[src/rtl/uart_tx_arb.sv]
// Four-requester arbiter feeding one UART transmitter: round-robin with per-requester lock and hold limit.
// Optional macro UART_TX_ARB_FIXED_PRIO_EN switches the search to fixed priority (requester 0 highest).
module uart_tx_arb #(
    parameter int HOLD_MAX = 16
) (
    input  logic        clk,
    input  logic        res,
    input  logic [3:0]  req,
    input  logic [3:0]  lock,
    input  logic [31:0] req_data,
    output logic [3:0]  ack,
    output logic [7:0]  data_in,
    output logic        en_data_in,
    input  logic        rdy,
    output logic [1:0]  grant_id,
    output logic        busy
);

    localparam int HW = $clog2(HOLD_MAX + 1);
    localparam logic [HW-1:0] HOLD_LIM = HW'(HOLD_MAX);

    typedef enum logic [1:0] {IDLE, LOAD, WAIT_BUSY, WAIT_DONE} state_t;

    state_t        state, state_nxt;
    logic [1:0]    grant_nxt;
    logic [HW-1:0] hold_cnt, hold_nxt;
    logic [1:0]    tmo_cnt, tmo_nxt;
    logic [3:0]    ack_nxt;
    logic          en_nxt;
    logic [7:0]    data_nxt;

    logic [1:0]    search_start;
    logic [1:0]    rr_pick;
    logic [1:0]    idx;
    logic          found;
    logic          any_req;
    logic          others;
    logic          keep_grant;
    logic [1:0]    arb_winner;

    // Winner selection: a locked holder keeps the grant until it has used up its hold budget
    // while someone else is waiting; otherwise the first pending requester from the search start wins.
    always_comb begin
`ifdef UART_TX_ARB_FIXED_PRIO_EN
        search_start = 2'd0;
`else
        search_start = grant_id + 2'd1;
`endif
        rr_pick = search_start;
        found   = 1'b0;
        idx     = 2'd0;
        for (int i = 0; i < 4; i++) begin
            idx = search_start + i[1:0];
            if (!found && req[idx]) begin
                rr_pick = idx;
                found   = 1'b1;
            end
        end
        any_req    = |req;
        others     = |(req & ~(4'b0001 << grant_id));
        keep_grant = lock[grant_id] && req[grant_id] && ((hold_cnt < HOLD_LIM) || !others);
        arb_winner = keep_grant ? grant_id : rr_pick;
    end

    always_comb begin
        state_nxt = state;
        grant_nxt = grant_id;
        hold_nxt  = hold_cnt;
        tmo_nxt   = tmo_cnt;
        ack_nxt   = 4'b0000;
        en_nxt    = 1'b0;
        data_nxt  = data_in;
        case (state)
            IDLE: begin
                if (any_req && rdy) begin
                    grant_nxt = arb_winner;
                    if (arb_winner != grant_id) hold_nxt = '0;
                    state_nxt = LOAD;
                end
            end
            LOAD: begin
                tmo_nxt = 2'd0;
                // A requester that withdrew before its byte was taken gets nothing.
                if (req[grant_id]) begin
                    ack_nxt  = 4'b0001 << grant_id;
                    en_nxt   = 1'b1;
                    data_nxt = req_data[{grant_id, 3'b000} +: 8];
                    if (hold_cnt != HOLD_LIM) hold_nxt = hold_cnt + 1'b1;
                    state_nxt = WAIT_BUSY;
                end else begin
                    state_nxt = IDLE;
                end
            end
            WAIT_BUSY: begin
                if (!rdy || tmo_cnt == 2'd3) state_nxt = WAIT_DONE;
                else                         tmo_nxt   = tmo_cnt + 2'd1;
            end
            WAIT_DONE: begin
                if (rdy) begin
                    if (any_req) begin
                        grant_nxt = arb_winner;
                        if (arb_winner != grant_id) hold_nxt = '0;
                        state_nxt = LOAD;
                    end else begin
                        state_nxt = IDLE;
                    end
                end
            end
            default: state_nxt = IDLE;
        endcase
    end

    always_ff @(posedge clk) begin
        if (res) begin
            state      <= IDLE;
            grant_id   <= 2'd3;
            hold_cnt   <= '0;
            tmo_cnt    <= 2'd0;
            ack        <= 4'b0000;
            en_data_in <= 1'b0;
            data_in    <= 8'h00;
        end else begin
            state      <= state_nxt;
            grant_id   <= grant_nxt;
            hold_cnt   <= hold_nxt;
            tmo_cnt    <= tmo_nxt;
            ack        <= ack_nxt;
            en_data_in <= en_nxt;
            data_in    <= data_nxt;
        end
    end

    assign busy = (state != IDLE);

endmodule

[config.mk]
export PLATFORM = sky130hd
export DESIGN_NAME = uart_tx_arb
export DESIGN_NICKNAME = d
export VERILOG_FILES = /design/src/rtl/uart_tx_arb.sv
export SDC_FILE = /design/constraint.sdc
export NUM_CORES = 1
export LEC_CHECK = 0
export CORE_MARGIN = 2
export CORE_UTILIZATION = 48
export CTS_CLUSTER_SIZE = 40
export DETAILED_ROUTE_END_ITERATION = 8
export MAX_ROUTING_LAYER = met4
export PLACE_DENSITY = 0.85
export SYNTH_ARGS = -nofsm -noshare
export SYNTH_HDL_FRONTEND = slang
export SYNTH_SLANG_ARGS = --single-unit
[constraint.sdc]
create_clock -name clk -period 5.02 [get_ports clk]
set_clock_uncertainty 0.05 [all_clocks]
set_input_delay 1.004 -clock clk [delete_from_list [all_inputs] [get_ports clk]]
set_output_delay 1.004 -clock clk [all_outputs]
set_load 0.05 [all_outputs]
==> summary.txt, run 1 <==
placed insts - 254
largest net degree at the start of global routing - 21
pwr dens - 254 mW/mm^2
DRC - 0
area of the multi-input gates - 0.00102 mm^2
PortBufs - 58
Routed wire per std cell - 15.6 um
clock buffer count from CTS - 3
Critical Path Fanout Max - 20
io pins - 59
crit path buf inv count - 1
Post-synth EDFFs - 0
vias in the first global route - 1358
cell with the largest stage delay on the worst path - dfxtp_1
routed vias/inst - 5.65
setup slack at placement - 1.76 ns
status - finished, final reports clean
Worst Setup Start Kind - flip-flop
Cell Area, Synth - 0.00160 mm^2
r2r startpoint - grant_id[0]$_SDFFE_PP1P_
r2r setup slk - 2.04 ns
Crit path required time - 3.97 ns
Pleak - 0.906 nW
Routed WL - 4020 um
synth warn - 0
post-cts gate resize count - 0
initial core utilization - 51.5%
Setup Viol. Count Final - 0
Worst Max-Slew Pin Slew - 0.955 ns
slew margin rel. - 36.3%
CP endpoint kind - primary output
max-cap violation count - 0
Seq/Total Area, Yosys - 30.1%
HPWL after DPL - 3160 um
Post-Route Setup TNS - 0 ns
Reg2Reg Depth - 7
P&R area growth vs syn - 37.6%
hold path endpoint - data_in[0]$_SDFFE_PP0P_
Final nets - 265
sw power - 0.196 mW
Hold Startpoint - data_in[0]$_SDFFE_PP0P_
Worst Hold Path Cells - 2
CP max stage delay - 0.97 ns
fin area - 0.00220 mm^2
worst skew pair latency - 0.31 ns
dpl cell area - 0.00216 mm^2
period utilization - 65.7%
grt total ovfl - 0
detailed-route via count - 1458
n_diodes - 0
Yosys top cell area share - 30.1%
worst flop-to-flop path endpoint - hold_cnt[1]$_SDFFE_PP0P_
Detailed Route Iter0 Violations - 78
Die Y - 61.7 um
Synth Area per Inst - 9.80 um^2
final core occ - 70.8%
Cell Chain, Critical Path - clkdlybuf4s50_1
final max-slew violation count - 0
number of H-tree levels - 1
logic gate share of total power - 40.1%
Pre-Repair DR Iteration Count - 4
hold_ws - 0.464 ns
DRT antenna net count - 0
die width - 61.7 um
fmax - 0.303 GHz
final worst slack - 1.72 ns
final instance count without filler cells - 258
ys flop type - dfxtp_1
Async SR Flop Fraction - 0%
hold buffers post-CTS - 0
fill count - 252
Overall Power - 0.559 mW
CTS tree - yes
clock network power share - 17.7%
Largest delay share family, worst path - flip-flops
main area contributors after synthesis - dfxtp_1 30%, mux4_2 14%, mux2i_1 5.6%
Seq. cell area - 480 um^2
clock sink count - 24
CTS Buffer Depth - 2
Final Hold Viols - 0
Total GRT Usage - 22.8%
Net Sw Frac - 35.1%
Arrival @ worst endpoint - 2.24 ns
layout cells sized above 1 - 11.7%
Syn Nets - 213
routability cong. - 0.793
post-CTS setup repair buffer count - 0
synthesized flop and latch total - 24
worst hold path type - flip-flop to flip-flop
first-pass GRT wire length - 6280 um
CP startpoint - grant_id[0]$_SDFFE_PP1P_
post-synth top area cell - dfxtp_1
Core Area - 0.00310 mm^2
Post-Syn Instances - 163
Flop pwr share - 42.2%
Max rail drop VDD - 0.189 mV
Internal - 0.363 mW
post-synthesis cell type count - 49
full die area - 0.00381 mm^2
Crit Path Class - flip-flop to primary output
root buf cell - clkbuf_4
crit path time final - 3.30 ns
clock transition at the registers of the reported paths - 0.12 ns
Std-Cell Rows - 20
initial antenna violation count - 0
setup repair after global routing missed its margin - false
[how the worst max path moves through the flow]
stage	endpoint	cells past startpoint
floorplan	hold_cnt[1]$_SDFFE_PP0P_	9
global placement	hold_cnt[3]$_SDFFE_PP0P_	6
detailed placement	hold_cnt[4]$_SDFFE_PP0P_	6
CTS	grant_id[0]	1
global route	grant_id[0]	1
finish	grant_id[0]	1
[cell type report]
type | count | share of cell area, %
Inverter | 6 | 1.02
Sequential cell | 24 | 21.9
Multi-Input combinational cell | 122 | 46.6
Clock buffer | 4 | 1.65
Tap cell | 44 | 2.50
Timing Repair Buffer | 58 | 26.4
[cell usage in the layout, fill, tap and decap left out, drive strengths merged, types with 3 or more instances in the layout]
| cell | instances |
|---|---|
| a21o | 3 |
| a21oi | 14 |
| a31oi | 3 |
| and3 | 6 |
| clkbuf | 4 |
| clkdlybuf4s50 | 58 |
| dfxtp | 24 |
| ha | 7 |
| inv | 6 |
| mux2i | 9 |
| mux4 | 10 |
| nand2 | 9 |
| nand2b | 3 |
| nor2 | 17 |
| nor2b | 5 |
| nor3b | 5 |
| o21ai | 4 |
[cells in the mapped netlist, drive strengths merged (3+ instances only)]
master  count
nand2       9
nor3b       5
dfxtp      24
mux4       10
a31oi       3
ha          7
nand2b      3
o21ai       4
nor2       17
clkbuf      4
buf         7
nor2b       5
and3        6
a21o        3
inv         6
mux2i       9
a21oi      14
[power groups by stage]
stage / combinational, mW / clock [mW] / sequential, mW
finish: 0.224 / 0.0991 / 0.236
global route: 0.244 / 0.108 / 0.240
CTS: 0.225 / 0.102 / 0.236
detailed placement: 0.224 / 0 / 0.240
global placement: 0.216 / 0 / 0.239
floorplan: 0.144 / 0 / 0.247
[logic make-up (layout without fill, tap and decap cells)]
logic type	after synthesis	count (layout)	synth area share [%]
buf+inv	17	68	5.87
fa+ha+maj	7	7	5.48
simple gates	55	55	19.7
compound gates	41	41	19.2
mux	19	19	19.7
flops	24	24	30.1
[flip-flops by register name, summed over array words and instances, names as in the netlist, named ones only]
| register | flops |
|---|---|
| grant_id | 2 |
| tmo_cnt | 2 |
| ack | 4 |
| hold_cnt | 5 |
| en_data_in | 1 |
| data_in | 8 |
| state | 1 |
[per-layer routing]
layer  wire (um)  part of all wire, %  global-route usage, %
met5           0                    0                      -
met2        2260                   56                   40.8
met1        1570                   39                   26.0
met3         168                  4.2                   4.97
met4          29                 0.72                   5.47
(Power assumes the default switching activity.)
==> inputs of run 2 (changes only) <==
CORE_UTILIZATION = 44   (was 48)
PLACE_DENSITY = 0.78   (was 0.85)
clock period = 3.3 ns   (was 5.02 ns; I/O delays follow)
==> summary.txt, run 2 (synthesis gave the netlist of run 1 again) <==
P&R area growth vs syn - 39.2%
die width - 64.3 um (+4.2%)
routed vias/inst - 5.56 (-1.6%)
grt total ovfl - 0 (unchanged)
detailed-route via count - 1462 (+0.27%)
Max rail drop VDD - 0.263 mV (+39%)
fmax - 0.384 GHz
Routed wire per std cell - 15.5 um (-0.54%)
HPWL after DPL - 3260 um (+3.0%)
Biggest register - data_in
CP max stage delay - 0.80 ns (-0.17 ns)
first-pass GRT wire length - 6580 um (+4.7%)
Overall Power - 0.859 mW (+54%)
crit path time final - 2.61 ns
Met1 Wirelength - 1700 um (+8.6%)
CTS Buffer Depth - 2 (unchanged)
number of H-tree levels - 1 (unchanged)
Routed WL - 4080 um (+1.4%)
root buf cell - clkbuf_4
Core Area - 0.00342 mm^2 (+10%)
commonest non-fill, non-tap cell in the layout - clkdlybuf4s50_1
area of the multi-input gates - 0.00102 mm^2 (unchanged)
Std-Cell Rows - 21 (+5.0%)
Setup Viol. Count Final - 0 (unchanged)
Worst Max-Slew Pin Slew - 0.608 ns (-0.346 ns)
biggest regs - data_in (8), hold_cnt (5), ack (4)
post-CTS setup repair buffer count - 0 (unchanged)
Largest delay share family, worst path - buffers and inverters
Critical Path Fanout Max - 12 (-40%)
Detailed Route Iter0 Violations - 52 (-33%)
Final nets - 268 (+1.1%)
hold buffers post-CTS - 0 (unchanged)
Crit Path Class - flip-flop to primary output
Highest Signal Layer - met4
PortBufs - 58 (unchanged)
slew margin rel. - 59.3% (+23 points)
crit path buf inv count - 1 (unchanged)
met3 WL - 137 um (-18%)
r2r setup slk - 0.85 ns (-1.19 ns)
vias in the first global route - 1498 (+10%)
Final Hold Viols - 0 (unchanged)
fill count - 268 (+6.3%)
cell with the largest stage delay on the worst path - clkdlybuf4s50_1
io pins - 59 (unchanged)
CP endpoint kind - primary output
worst skew pair latency - 0.31 ns (about the same)
Pre-Repair DR Iteration Count - 4 (unchanged)
Worst Setup Start Kind - flip-flop
final max-slew violation count - 0 (unchanged)
DRT antenna net count - 0 (unchanged)
clock sink count - 24 (unchanged)
layout cells sized above 1 - 12.9% (+1.2 points)
most frequent cells in the layout - 58 x clkdlybuf4s50_1, 24 x dfxtp_1, 17 x nor2_1
Arrival @ worst endpoint - 1.90 ns (-0.34 ns)
Die Y - 64.3 um (+4.2%)
clock transition at the registers of the reported paths - 0.13 ns (about the same)
DRC - 0 (unchanged)
placed insts - 259 (+2.0%)
Pleak - 0.920 nW (+1.5%)
status - finished, final reports clean
largest net degree at the start of global routing - 20 (-4.8%)
initial core utilization - 46.8% (-4.7 points)
n_diodes - 0 (unchanged)
Largest register FFs - 8 (unchanged)
max-cap violation count - 0 (unchanged)
Crit path required time - 2.59 ns (-1.38 ns)
pwr dens - 386 mW/mm^2 (+52%)
Met2 Wirelength - 2220 um (-1.9%)
Total GRT Usage - 20.7% (-2.2 points)
Cell Chain, Critical Path - or2_2 > clkdlybuf4s50_1
CTS tree - yes
routability cong. - 0.822 (+3.7%)
full die area - 0.00413 mm^2 (+8.5%)
Post-Route Setup TNS - 0 ns (unchanged)
setup repair after global routing missed its margin - false
post-cts gate resize count - 0 (unchanged)
worst hold path type - flip-flop to flip-flop
Seq. cell area - 480 um^2 (unchanged)
final instance count without filler cells - 263 (+1.9%)
initial antenna violation count - 0 (unchanged)
period utilization - 79.0%
clock buffer count from CTS - 3 (unchanged)
[run 2: tightest hold or removal path: stages, from the launching register on]
cell     delay [ns]
dfxtp_1        0.35
mux2i_1        0.07
nor2_1         0.07
[run 2: cell type report]
cell class | count | area share (%)
multi-input combinational | 122 | 46.0
timing repair buffer | 61 | 27.1
sequential | 24 | 21.6
tap | 46 | 2.59
clock buffer | 4 | 1.63
inverter | 6 | 1.01
[run 2: final timing paths]
kind	end	cells after the start	from
min	data_in[6]$_SDFFE_PP0P_	2	data_in[6]$_SDFFE_PP0P_
min reg2reg	data_in[6]$_SDFFE_PP0P_	2	data_in[6]$_SDFFE_PP0P_
max	busy	2	flip-flop
max reg2reg	hold_cnt[1]$_SDFFE_PP0P_	7	grant_id[1]$_SDFFE_PP1P_
[run 2: per-layer routing]
| metal | track usage [%] | vias up |
|---|---|---|
| met2 | 38.5 | 38 |
| li1 | - | 712 |
| met1 | 23.1 | 710 |
| met4 | 3.72 | 0 |
| met3 | 3.87 | 2 |
| met5 | - | - |
[run 2: where the power goes]
group / switching [mW] / internal (mW) / total [mW]
sequential: 0.0262 / 0.312 / 0.338
combinational: 0.188 / 0.178 / 0.366
clock: 0.0875 / 0.0674 / 0.155
total: 0.302 / 0.557 / 0.859
[run 2: per-stage QoR]
stage               cell area [um^2]  hold slack [ns]  util [%]  worst slack (ns)
floorplan                       1600            0.433         -             0.482
global route                    2220            0.509      65.1             0.632
finish                          2220            0.462      65.1             0.694
global placement                2190            0.427      64.0             0.681
CTS                             2220            0.467      65.1             0.683
detailed placement              2190            0.436      64.0             0.599
==> inputs of run 3 (changes only) <==
clock period = 2.7 ns   (was 3.3 ns; I/O delays follow)
==> summary.txt, run 3 (synthesis gave the netlist of run 1 again) <==
Pleak - 0.912 nW (-0.86%)
final max-slew violation count - 0 (unchanged)
DRT antenna net count - 0 (unchanged)
routed vias/inst - 5.45 (-2.0%)
full die area - 0.00413 mm^2 (unchanged)
Detailed Route Iter0 Violations - 94 (+81%)
period utilization - 91.9%
clock buffer count from CTS - 3 (unchanged)
crit path time final - 2.48 ns
Highest Signal Layer - met4
layout cells sized above 1 - 13.4% (+0.52 points)
CP max stage delay - 0.80 ns (about the same)
vias in the first global route - 1379 (-7.9%)
Routed WL - 4060 um (-0.37%)
Met1 Wirelength - 1740 um (+2.0%)
Std-Cell Rows - 21 (unchanged)
most frequent cells in the layout - 58 x clkdlybuf4s50_1, 22 x dfxtp_1, 17 x nor2_1
Worst Setup Start Kind - flip-flop
slew margin rel. - 58.3% (-1.1 points)
r2r setup slk - 0.60 ns (-0.25 ns)
Worst Hold Path Cells - 2 (unchanged)
clock transition at the registers of the reported paths - 0.13 ns (about the same)
Met2 Wirelength - 2090 um (-5.8%)
hold buffers post-CTS - 0 (unchanged)
io pins - 59 (unchanged)
Pre-Repair DR Iteration Count - 4 (unchanged)
hold path endpoint - data_in[0]$_SDFFE_PP0P_
Total GRT Usage - 21.9% (+1.3 points)
initial core utilization - 46.8% (unchanged)
grt total ovfl - 0 (unchanged)
Setup Viol. Count Final - 0 (unchanged)
CTS tree - yes
Hold Startpoint - data_in[0]$_SDFFE_PP0P_
Max rail drop VDD - 0.279 mV (+5.8%)
r2r startpoint - grant_id[0]$_SDFFE_PP1P_
Arrival @ worst endpoint - 1.89 ns (about the same)
max-cap violation count - 0 (unchanged)
n_diodes - 0 (unchanged)
Core Area - 0.00342 mm^2 (unchanged)
Critical Path Fanout Max - 12 (unchanged)
setup repair after global routing missed its margin - false
largest net degree at the start of global routing - 20 (unchanged)
Worst Max-Slew Pin Slew - 0.625 ns (+0.0163 ns)
Post-Route Setup TNS - 0 ns (unchanged)
root buf cell - clkbuf_4
Final nets - 268 (unchanged)
met3 WL - 205 um (+50%)
initial antenna violation count - 0 (unchanged)
worst flop-to-flop path endpoint - hold_cnt[1]$_SDFFE_PP0P_
detailed-route via count - 1428 (-2.3%)
cell with the largest stage delay on the worst path - clkdlybuf4s50_1
number of H-tree levels - 1 (unchanged)
crit path buf inv count - 1 (unchanged)
CP endpoint kind - primary output
Biggest register - data_in
post-CTS setup repair buffer count - 0 (unchanged)
biggest regs - data_in (8), hold_cnt (5), ack (4)
Overall Power - 1.02 mW (+18%)
Crit path required time - 2.11 ns (-0.48 ns)
post-cts gate resize count - 0 (unchanged)
Routed wire per std cell - 15.5 um (about the same)
Cell Chain, Critical Path - or2_2 > clkdlybuf4s50_1
pwr dens - 459 mW/mm^2 (+19%)
fmax - 0.403 GHz
status - finished, final reports clean
routability cong. - 0.826 (+0.49%)
Largest register FFs - 8 (unchanged)
PortBufs - 58 (unchanged)
CTS Buffer Depth - 2 (unchanged)
Final Hold Viols - 0 (unchanged)
DRC - 0 (unchanged)
Largest delay share family, worst path - buffers and inverters
first-pass GRT wire length - 6960 um (+5.8%)
Reg2Reg Depth - 7 (unchanged)
P&R area growth vs syn - 38.4%
die width - 64.3 um (unchanged)
HPWL after DPL - 3190 um (-2.0%)
worst skew pair latency - 0.31 ns (about the same)
Crit Path Class - flip-flop to primary output
worst hold path type - flip-flop to flip-flop
Die Y - 64.3 um (unchanged)
clock sink count - 24 (unchanged)
commonest non-fill, non-tap cell in the layout - clkdlybuf4s50_1
[run 3: cell types whose count changed in the layout (fill, tap and decap cells not counted), sizes merged]
cell / delta
clkbuf: -1
[run 3: power breakdown]
part           switching (mW)  total, mW  internal, mW  leakage [nW]
sequential             0.0266      0.408         0.382         0.194
clock                   0.101      0.153        0.0521        0.0138
combinational           0.236      0.455         0.219         0.704
[run 3: per-layer routing]
metal | GRT usage (%) | up-vias
met5 | - | -
met4 | 3.72 | 0
met3 | 4.93 | 4
met2 | 35.9 | 45
met1 | 28.3 | 669
li1 | - | 710
[run 3: final cells by class]
class	instances	area, um^2
Clock buffer	3	22.5
Multi-Input combinational cell	122	1020
Fill cell	284	1200
Tap cell	46	57.6
Inverter	6	22.5
Timing Repair Buffer	61	603
Sequential cell	24	483
[run 3: tightest hold or removal path: stages (launching register included)]
cell	delay [ns]
dfxtp_1	0.35
mux2i_1	0.07
nor2_1	0.07
[run 3: stage by stage]
| step | instance area [um^2] | utilization [%] | cells | worst slack (ns) | hold WS [ns] |
|---|---|---|---|---|---|
| after floorplan | 1600 | - | 163 | 0.0804 | 0.433 |
| final | 2210 | 64.8 | 262 | 0.219 | 0.468 |
| after global routing | 2210 | 64.8 | 262 | 0.153 | 0.515 |
| after detailed placement | 2190 | 64.1 | 259 | 0.135 | 0.443 |
| after global placement | 2190 | 64.1 | 259 | 0.209 | 0.428 |
| after CTS | 2210 | 64.8 | 262 | 0.225 | 0.472 |
[run 3: worst max-delay path by stage]
stage	start	to	cells after the start	slack, ns
after floorplan	grant_id[0]$_SDFFE_PP1P_	hold_cnt[1]$_SDFFE_PP0P_	9	0.08
after global placement	req[1]	hold_cnt[1]$_SDFFE_PP0P_	6	0.21
after detailed placement	req[1]	hold_cnt[1]$_SDFFE_PP0P_	6	0.14
after CTS	flip-flop	busy	2	0.22
after global routing	flip-flop	busy	2	0.15
final	flip-flop	busy	2	0.22
